## config.mk

```make
export PLATFORM = sky130hd
export DESIGN_NAME = regfile_dump_reader
export DESIGN_NICKNAME = d
export VERILOG_FILES = /design/src/rtl/cpu_pkg.sv /design/src/rtl/stream_out_reg.sv /design/src/rtl/regfile_dump_reader.sv
export SDC_FILE = /design/constraint.sdc
export NUM_CORES = 1
export LEC_CHECK = 0
export BUFFER_PORTS_ARGS = -buffer_cell sky130_fd_sc_hd__buf_2
export CAP_MARGIN = 20
export CORE_MARGIN = 2
export CORE_UTILIZATION = 50
export DETAILED_ROUTE_END_ITERATION = 10
export PLACE_DENSITY = 0.87
export SLEW_MARGIN = 20
export SYNTH_ARGS = -nofsm -noshare
export SYNTH_HDL_FRONTEND = slang
export SYNTH_SLANG_ARGS = --single-unit
```

## constraint.sdc

```tcl
create_clock -name clk -period 2.4 [get_ports clk]
set_clock_uncertainty 0.05 [all_clocks]
set_input_delay 0.12 -clock clk [delete_from_list [all_inputs] [get_ports clk]]
set_output_delay 0.12 -clock clk [all_outputs]
set_load 0.02 [all_outputs]
```

## src/rtl/cpu_pkg.sv

```systemverilog
// Shared CPU-wide constants and the register-dump FSM state encoding.
package cpu_pkg;

  localparam int DATA_W     = 32;
  localparam int REG_ADDR_W = 5;
  localparam int NUM_REGS   = 32;

  typedef enum logic [1:0] {
    IDLE  = 2'd0,
    SCAN  = 2'd1,
    DRAIN = 2'd2,
    DONE  = 2'd3
  } dump_state_t;

endpackage

```

## src/rtl/stream_out_reg.sv

```systemverilog
// Single-entry valid/ready holding register: a load refills the slot on the same
// edge a beat is accepted, so back-to-back beats stream at one per cycle.
module stream_out_reg #(
  parameter int W = 37
) (
  input  logic         clk_i,
  input  logic         rst_i,
  input  logic         load_i,
  input  logic [W-1:0] data_i,
  input  logic         ready_i,
  output logic         valid_o,
  output logic [W-1:0] data_o,
  output logic         free_o
);

  logic         valid_q, valid_d;
  logic [W-1:0] data_q, data_d;

  always_comb begin
    valid_d = valid_q;
    data_d  = data_q;
    if (load_i) begin
      valid_d = 1'b1;
      data_d  = data_i;
    end else if (valid_q && ready_i) begin
      valid_d = 1'b0;
    end
  end

  always_ff @(posedge clk_i) begin
    if (rst_i) begin
      valid_q <= 1'b0;
      data_q  <= '0;
    end else begin
      valid_q <= valid_d;
      data_q  <= data_d;
    end
  end

  assign valid_o = valid_q;
  assign data_o  = data_q;
  assign free_o  = !valid_q || ready_i;

endmodule

```

## src/rtl/regfile_dump_reader.sv

```systemverilog
// Walks every architectural register through one read port and streams
// (address, data) beats over valid/ready, pulsing done after the last accept.
module regfile_dump_reader
  import cpu_pkg::*;
#(
  parameter int NUM_REGS  = cpu_pkg::NUM_REGS,
  parameter int ADDR_W    = cpu_pkg::REG_ADDR_W,
  parameter int DATA_W    = cpu_pkg::DATA_W,
  parameter int SKIP_ZERO = 0
) (
  input  logic              clk,
  input  logic              rst,
  input  logic              start,
  output logic [ADDR_W-1:0] rd_addr,
  input  logic [DATA_W-1:0] rd_data,
  output logic              out_valid,
  input  logic              out_ready,
  output logic [ADDR_W-1:0] out_addr,
  output logic [DATA_W-1:0] out_data,
  output logic              busy,
  output logic              done
);

  // One extra index bit so the final index never aliases back to zero.
  localparam logic [ADDR_W:0] LAST_IDX  = (ADDR_W + 1)'(NUM_REGS - 1);
  localparam logic [ADDR_W:0] FIRST_IDX = (SKIP_ZERO != 0) ? (ADDR_W + 1)'(1) : '0;

  dump_state_t       state_q, state_d;
  logic [ADDR_W:0]   idx_q, idx_d;
  logic              load;
  logic              slot_free;
  logic [ADDR_W-1:0] rd_addr_d;

  always_comb begin
    state_d   = state_q;
    idx_d     = idx_q;
    load      = 1'b0;
    rd_addr_d = '0;
    case (state_q)
      IDLE: begin
        if (start) begin
          state_d = SCAN;
          idx_d   = FIRST_IDX;
        end
      end
      SCAN: begin
        rd_addr_d = idx_q[ADDR_W-1:0];
        if (slot_free) begin
          load  = 1'b1;
          idx_d = idx_q + 1'b1;
          if (idx_q == LAST_IDX) begin
            state_d = DRAIN;
          end
        end
      end
      DRAIN: begin
        if (out_valid && out_ready) begin
          state_d = DONE;
        end
      end
      DONE: begin
        state_d = IDLE;
      end
      default: begin
        state_d = IDLE;
      end
    endcase
  end

  always_ff @(posedge clk) begin
    if (rst) begin
      state_q <= IDLE;
      idx_q   <= '0;
    end else begin
      state_q <= state_d;
      idx_q   <= idx_d;
    end
  end

  stream_out_reg #(
    .W(ADDR_W + DATA_W)
  ) u_out (
    .clk_i  (clk),
    .rst_i  (rst),
    .load_i (load),
    .data_i ({rd_addr_d, rd_data}),
    .ready_i(out_ready),
    .valid_o(out_valid),
    .data_o ({out_addr, out_data}),
    .free_o (slot_free)
  );

  assign rd_addr = rd_addr_d;
  assign busy    = (state_q != IDLE);
  assign done    = (state_q == DONE);

endmodule
```

Yosys cells after proc, flatten, opt, wreduce, memory -nomap -nowiden

Index checks and enable logic that the tools add are counted.

Latch bits: 0
Memories: 0
Bits in registers: 46
RAM bits: 0
Logic and storage cells: 35
Output and inout bits: 45
Bits of input ports: 36
ROM bits: 0

Multiply operators: 0
Equality and inequality tests: 8
Div/mod/pow operators: 0
Mux-type cells: 13
Bitwise logic cells: 0
Shift operators: 0
Order comparisons: 0
Reductions and logical operators: 9
Add/sub/neg operators: 1

Operator list:

| kind                                                                   | count |
|---|---|
| 6-bit two-way mux                                                      | 2 |
| 6-bit one-hot mux with 2 select lines                                  | 1 |
| 2-bit two-way mux                                                      | 4 |
| 2-bit inequality test (second input constant)                          | 4 |
| 2-bit one-hot mux with 4 select lines                                  | 1 |
| 6-bit by 1-bit adder with 6-bit output (second input constant)         | 1 |
| 6-bit by 5-bit equality test with 1-bit output (second input constant) | 1 |
| 2-bit nonzero test                                                     | 3 |
| 5-bit two-way mux                                                      | 1 |
| 2-bit equality test (second input constant)                            | 2 |
| 1-bit two-way mux                                                      | 4 |
| 4-bit AND reduction                                                    | 1 |
| 3-bit AND reduction                                                    | 1 |
| 2-bit by 1-bit equality test with 1-bit output (second input constant) | 1 |
| 2-bit logical NOT                                                      | 1 |
| 1-bit logical AND                                                      | 1 |
| 1-bit logical NOT                                                      | 1 |
| 1-bit logical OR                                                       | 1 |

Depth between registers and ports, before layout

Gate-level depths: netlist (run 1).

Depth after elaboration: 5
Depth in mapped cells: 7
Gate-level depth less buffers: 6

Hierarchy

From an unflattened synthesis (run 1), not the netlist that was laid out.

Cell total of the unflattened synthesis: 189
Area total of the unflattened synthesis: 1899.3 µm²

By module, submodules not included:

| module              | area each (µm²) | seq. area each (µm²) | times used | cells an instance |
|---|---|---|---|---|
| stream_out_reg      | 1361.3          | 760.7                | 1          | 123 |
| regfile_dump_reader | 538.0           | 160.2                | 1          | 66 |

Least setup slack after synthesis (run 1)

No wires, ideal clock.

Path type: register to register
Start: register state_q[0]
End: register idx_q[3]
Clock period less this slack: 1.677 ns
Buffers on the path: 0
Setup slack: 0.723 ns
Data required time: 2.262 ns
Setup time: 0.088 ns
Cell stages (with the launch flop): 6
Arrival time: 1.539 ns
Path through: dfxtp_1 > inv_1 > ha_1 > nor2b_1 > or4b_4 > o32ai_2

Word-level cells in the longest chain between the ends: 3
Elaborated cells on any way between the ends: 7
Those cells by class: 3 x eq/ne; 1 x mux; 3 x reduce/logical

RTL lines:

| what                                                                                       | line                      | source |
|---|---|---|
| start, declared                                                                            | regfile_dump_reader.sv:28 | `dump_state_t state_q, state_d;` |
| start signal, assigned                                                                     | regfile_dump_reader.sv:75 | `state_q <= state_d;` |
| 2-bit by 1-bit equality test with 1-bit output / 2-bit logical NOT (equally long branches) | regfile_dump_reader.sv:39 | `case (state_q)` |
| 2-bit inequality test (no line) / 2-bit nonzero test (equally long branches)               | n/a                       |  |
| 3-bit AND reduction (no line)                                                              | n/a                       |  |
| end signal, assigned                                                                       | regfile_dump_reader.sv:76 | `idx_q <= idx_d;` |
| end, declared                                                                              | regfile_dump_reader.sv:29 | `logic [ADDR_W:0] idx_q, idx_d;` |

Parallel ways exist; a longest one is shown, timed or not.
A chain may end at the register's enable or synchronous reset.

Worst setup path in the final report (run 1)

Start: register state_q[1]
End: register u_out.data_q[30], in the netlist u_out.data_o[30]

Word-level cells in the longest chain between the ends: 2

RTL lines:

| what                                           | line                      | source |
|---|---|---|
| 2-bit by 1-bit equality test with 1-bit output | regfile_dump_reader.sv:39 |  |
| 1-bit two-way mux                              | regfile_dump_reader.sv:39 |  |
| end signal, assigned                           | stream_out_reg.sv:36      | `data_q <= data_d;` |
| end, declared                                  | stream_out_reg.sv:17      | `logic [W-1:0] data_q, data_d;` |

Every way passes these cells.

==> reports/results.tsv, run 1 <==
stage	metric	value	unit
power	Tot Pwr	2480	uW
yosys	#FFs+latches synth	46	
place	dpl hpwl	2750	um
global_routing	global-route wire length before repair	6450	um
clock_network	CTS Hold Bufs	0	
yosys	post-synthesis sequential area ratio	0.501	
yosys	synthesized instance count	228	
sta	Final setup viols	0	
place	port bufs	80	
die	Die Height	64.7	um
clock_network	clk sinks	46	
sta	pins over their slew limit	0	
setup_path	startpoint types	register	
flow_run	max-cap viol count	0	
yosys	Synth area leader	dfxtp_1	
power	Leak	0.00109	uW
die	Die Area	4180	um2
clock_network	root buffer cell	clkbuf_8	
global_routing	pin count of the biggest net entering global routing	45	
routing	DRC viols	0	
power	Internal	1480	uW
clock_network	Post-CTS Setup Repair Bufs	0	
finish	area delta synth->final	26.9	%
sta	fin crit period	1.99	ns
routing	DRT iter0 DRCs	59	
sta	Final Cycle Share	0.830	
setup_path	Crit Path Class	reg2reg	
yosys	Cell Area, Synth	1840	um2
power	clock share of power	0.173	
yosys	Net Count, Synth	270	
setup_path	endpoint class of the critical path	register	
clock_network	Clock Tree Buf Depth	2	
die	CORE AREA	3610	um2
yosys	number of synthesized flops with an enable pin	0	
sta	Setup TNS	0	ns
routing	final WL	3860	um
finish	layout cells sized above 1	0.307	
setup_path	WP data arrival	2.07	ns
power	Power Dens Cells	1060	nW/um2
die	die width	64.7	um
clock_network	post-cts sizing count	0	
yosys	Syn Area/Cell	8.07	um2
clock_network	htree depth	2	
routing	DR vias/cell	4.89	
sta	RSZ-0062 raised after global routing	no	
yosys	top-area cell type share of the netlist area	0.501	
clock_network	CTS tree	built	
routing	Routed Antenna Nets	0	
finish	antenna cells	0	
setup_path	worst-path cell chain	inv_1 -> ha_1 -> nand2b_1 -> buf_4 -> nand2_1 -> a21oi_1	
place	GP Congestion	0.826	
global_routing	vias in the first global route	1536	
yosys	count leader, synth	nand2_1	
global_routing	initial antenna violation count	0	
yosys	Area contributors post-synth	dfxtp_1, nand2_1, a21oi_1, ha_1, buf_2	
sta	Max Fclk	502	MHz
sta	Slew HR	0.489	
setup_path	critical path's slowest cell	ha_1	
clock_network	TritonCTS buffer count	5	
power	VDD IR-drop max	549	uV
sta	Fin. Hold Viols	0	
yosys	Commonest cells post-synth	nand2_1, dfxtp_1, a21oi_1	
worst_hold_path	HP Class	in2reg	
status	status	finished, final reports clean	
power	register share of total power	0.405	
clock_network	Clk Latency, worst-skew pair	0.28	ns
routing	vias	1716	
sta	Tightest Pin Transition	0.767	ns
power	Net Sw Frac	0.405	
die	Starting Density	0.510	
setup_path	CP required	2.48	ns
yosys	yosys warns	0	
setup_path	peak per-stage delay on the critical path	0.48	ns
power	Switch Pwr	1010	uW
die	I/O Pins	81	
global_routing	total track usage	0.190	
setup_path	worst-path fanout max	28	
clock_network	clk slew on worst S/H paths	0.08	ns
routing	routed length per instance	11.0	um
die	FP Rows	22	
global_routing	GRT overflow	0	
power	Gate power share	0.422	
yosys	Main synth FF type	dfxtp_1	
finish	final net count	345	
yosys	post-synth cell types	27	
routing	iteration count of the initial detailed-routing pass	4	
yosys	asr flop ratio synth	0	
-- cells by family (layout without fill, tap and decap cells) --
kind of cell,after synthesis,after routing,synth area share
adder cells (fa/ha/maj),6,6,0.0408
AND/OR/NAND/NOR,101,101,0.237
flip-flops,46,46,0.501
AO/OA/AOI/OAI,55,55,0.175
buffers and inverters,20,95,0.0463
-- sequential cells by signal, indices dropped and copies added, names as in the netlist --
| register | count |
|---|---|
| u_out.valid_o | 1 |
| state_q | 2 |
| idx_q | 6 |
| u_out.data_o | 37 |
-- worst paths after layout --
kind / end / cells past startpoint / startpoint / slack (ns)
max reg2reg: u_out.data_o[30] / 6 / state_q[1] / 0.41
min reg2reg: u_out.data_o[11] / 2 / u_out.data_o[11] / 0.40
max: u_out.data_o[30] / 6 / state_q[1] / 0.41
min: u_out.data_o[5] / 3 / rd_data[5] / 0.02
-- placed cells by master (no fill, tap or decap) --
master,instances
a31o_1,1
ha_1,6
buf_2,80
a21o_1,2
and2_1,5
buf_4,2
nor2b_1,1
nand2b_1,2
inv_1,6
o32ai_1,2
a311oi_1,1
o32ai_2,1
dfxtp_1,46
nor2_1,5
o21ai_1,1
clkbuf_8,5
nor2b_4,1
a21oi_1,43
a211o_1,1
nor2b_2,1
a41o_1,1
nor3_2,1
or3_1,1
and3_1,1
a211oi_1,1
nand3_1,3
clkbuf_1,1
nand2_1,79
or4b_4,1
clkinvlp_4,1
a32oi_1,1
-- per-stage QoR --
| step | area [um2] | hold slack [ns] | worst slack, ns | cells | util |
|---|---|---|---|---|---|
| after floorplan | 1840 | 0.206 | 0.723 | 228 | - |
| after global placement | 2250 | 0.311 | 0.540 | 344 | 0.625 |
| after detailed placement | 2250 | 0.317 | 0.441 | 344 | 0.625 |
| after CTS | 2330 | 0.00455 | 0.428 | 351 | 0.647 |
| after global routing | 2330 | 0.00312 | 0.230 | 351 | 0.647 |
| final | 2330 | 0.0156 | 0.408 | 351 | 0.647 |
-- critical path, delay by kind of cell (launching register included) --
kind,cells,cell delay (ns)
compound gates,1,0.07
buf+inv,2,0.45
flops,1,0.33
fa+ha+maj,1,0.48
simple gates,2,0.44
-- area by class of cell --
cell class,count,area [um2]
fillers,329,1270
flip-flops and latches,46,921
multi-input cells,162,836
repair buffers,82,415
clock buffers,6,72.6
well taps,48,60.1
inverters,6,22.5
clock inverters,1,7.51
-- metal layers --
metal	vias up	share of wire	track usage
met5	-	0	0
met4	0	0.0060	0.0479
met3	4	0.060	0.0469
met2	58	0.46	0.319
met1	758	0.47	0.244
li1	896	-	-
-- power by group through the flow --
stage | combinational, uW | sequential, uW | clock (uW)
after floorplan | 608 | 1180 | 0
after detailed placement | 1050 | 1020 | 0
after global placement | 1030 | 1020 | 0
final | 1050 | 1010 | 430
after CTS | 1060 | 1010 | 449
after global routing | 1170 | 1020 | 474
No activity file was read; power rests on OpenSTA's default activity.
==> run 2, diff against run 1 <==
- CORE_UTILIZATION: 50 -> 42
- PLACE_DENSITY: 0.87 -> 0.78
- clock period: 2.4 -> 1.8 ns (I/O delays scaled with it)
==> run 2 against run 1 <==
  * Clock power increased by 76%
  * Sequential power increased by 33%
  * Non-clock buffer count increased by 37
  * Sequential cell count unchanged
  * Fmax increased by 16%
  * Core utilization decreased by 0.79 points
  * Clock-buffer cell count unchanged
  * Highest routed layer unchanged
  * Total power increased by 48%
  * Design area increased by 18%
==> reports/results.tsv, run 2 (same netlist as run 1, synthesis figures left out) <==
stage	metric	value	unit
clock_network	CTS tree	built	
die	I/O Pins	81	
power	Gate power share	0.429	
power	Power Dens Cells	1330	nW/um2
worst_hold_path	HP Class	in2reg	
setup_path	Crit path depth	5	
place	GP Congestion	0.817	
sta	Final setup viols	0	
finish	Final Instance Area	2750	um2
die	FP Rows	24	
power	Net Sw Frac	0.386	
finish	most frequent cells in the layout	buf_2, nand2_1, dfxtp_1	
setup_path	R2R cell count	5	
sta	Max Fclk	584	MHz
global_routing	total track usage	0.197	
place	worst slack, placed	0.0305	ns
setup_path	startpoint types	register	
clock_network	Clock Tree Buf Depth	2	
sta	Setup TNS	0	ns
clock_network	clk sinks	46	
clock_network	htree depth	2	
place	dpl hpwl	2980	um
status	status	finished, final reports clean	
sta	Final Cycle Share	0.951	
setup_path	peak per-stage delay on the critical path	0.53	ns
sta	Tightest Pin Transition	0.442	ns
setup_path	R2R Path Start	state_q[1]	
setup_path	CP bufs+invs	1	
routing	DRT iter0 DRCs	81	
clock_network	Clk Latency, worst-skew pair	0.29	ns
routing	DR vias/cell	4.80	
flow_run	max-cap viol count	0	
setup_path	worst-path fanout max	5	
finish	final net count	382	
place	port bufs	80	
global_routing	global-route wire length before repair	7680	um
setup_path	r2r endpoint	idx_q[3]	
place	# placed instances	353	
routing	vias	1886	
clock_network	root buffer cell	clkbuf_8	
global_routing	initial antenna violation count	0	
power	clock share of power	0.206	
finish	area delta synth->final	49.3	%
sta	Slew HR	0.706	
power	VDD IR-drop max	720	uV
global_routing	GRT overflow	0	
die	Starting Density	0.428	
setup_path	critical path's slowest cell	or4b_4	
global_routing	pin count of the biggest net entering global routing	44	
routing	Routed Antenna Nets	0	
die	Die Height	70.2	um
clock_network	Post-CTS Setup Repair Bufs	0	
sta	Fin. Hold Viols	0	
routing	iteration count of the initial detailed-routing pass	4	
setup_path	Crit Path Class	reg2reg	
die	Die Area	4920	um2
power	Internal	2250	uW
sta	pins over their slew limit	0	
setup_path	WP data arrival	1.88	ns
routing	routed length per instance	12.3	um
power	Tot Pwr	3660	uW
place	placed instance area	2310	um2
setup_path	CP Capture Point	idx_q[3]	
power	register share of total power	0.365	
setup_path	worst-path cell chain	inv_1 -> ha_2 -> nor2b_2 -> or4b_4 -> o32ai_2	
finish	layout cells sized above 1	0.299	
sta	fin crit period	1.71	ns
die	die width	70.2	um
sta	RSZ-0062 raised after global routing	no	
finish	max reg flops	37	
setup_path	R2R Setup Slk	0.09	ns
setup_path	crit path launch	state_q[1]	
finish	antenna cells	0	
die	CORE AREA	4290	um2
sta	final setup margin	0.0886	ns
finish	most common cell after layout, fill and taps aside	buf_2	
power	Switch Pwr	1410	uW
routing	DRC viols	0	
setup_path	CP required	1.96	ns
clock_network	clk slew on worst S/H paths	0.09	ns
global_routing	vias in the first global route	1809	
clock_network	TritonCTS buffer count	5	
routing	final WL	4830	um
finish	Non-Filler Instances	393	
setup_path	Crit path max-delay family	simple AND/OR/NAND/NOR gates	
power	Leak	0.00126	uW
setup_path	endpoint class of the critical path	register	
==> run 2: cell count changes in the layout (fill, tap and decap cells not counted), sizes merged <==
cell         previous run  this run
buf                    82        87
dlygate4sd3             0        32
bufinv                  0         1
==> run 2: routing by layer <==
metal / vias to the layer above / wire (um) / part of all wire / track usage
li1: 969 / - / - / -
met1: 838 / 2040 / 0.42 / 0.215
met2: 68 / 2380 / 0.49 / 0.352
met3: 11 / 291 / 0.060 / 0.0505
met4: 0 / 116 / 0.024 / 0.0919
met5: - / 0 / 0 / 0
==> run 2: worst register-to-register path, stage by stage, from the launching register on <==
cell,delay (ns)
dfxtp_2,0.35
inv_1,0.08
ha_2,0.19
nor2b_2,0.18
or4b_4,0.53
o32ai_2,0.26
==> run 2: final cells by class <==
class / count / area [um2]
multi-input combinational: 162 / 841
clock buffer: 6 / 72.6
sequential: 46 / 922
clock inverter: 2 / 37.5
tap: 52 / 65.1
timing repair buffer: 119 / 786
fill: 356 / 1550
inverter: 6 / 22.5
==> run 2: worst min-delay path by stage <==
stage / startpoint / endpoint / slack, ns / depth (start not counted)
detailed placement: rd_data[24] / u_out.data_o[24] / 0.29 / 3
global route: out_ready / u_out.valid_o / 0.08 / 4
global placement: rd_data[21] / u_out.data_o[21] / 0.28 / 3
finish: out_ready / u_out.valid_o / 0.07 / 4
CTS: out_ready / u_out.valid_o / 0.06 / 4
floorplan: rd_data[14] / u_out.data_o[14] / 0.18 / 2
==> run 2: per-stage QoR <==
stage | hold slack [ns] | util
after global placement | 0.280 | 0.538
after global routing | 0.0836 | 0.640
after floorplan | 0.176 | -
final | 0.0676 | 0.640
after detailed placement | 0.285 | 0.538
after CTS | 0.0594 | 0.638
==> run 2: power by group through the flow <==
stage / clock (uW) / combinational [uW] / sequential [uW]
2_1_floorplan: 0 / 810 / 1580
3_3_place_gp: 0 / 1480 / 1350
3_5_place_dp: 0 / 1510 / 1360
4_1_cts: 781 / 1570 / 1340
5_1_grt: 805 / 1750 / 1360
6_report: 756 / 1570 / 1340
==> run 2: what timing repair did <==
item / in CTS / in global routing
gates resized for setup: 0 / 3
endpoints found under the hold margin: 32 / 0
setup endpoints to repair: 0 / 5
hold buffers: 32 / 0
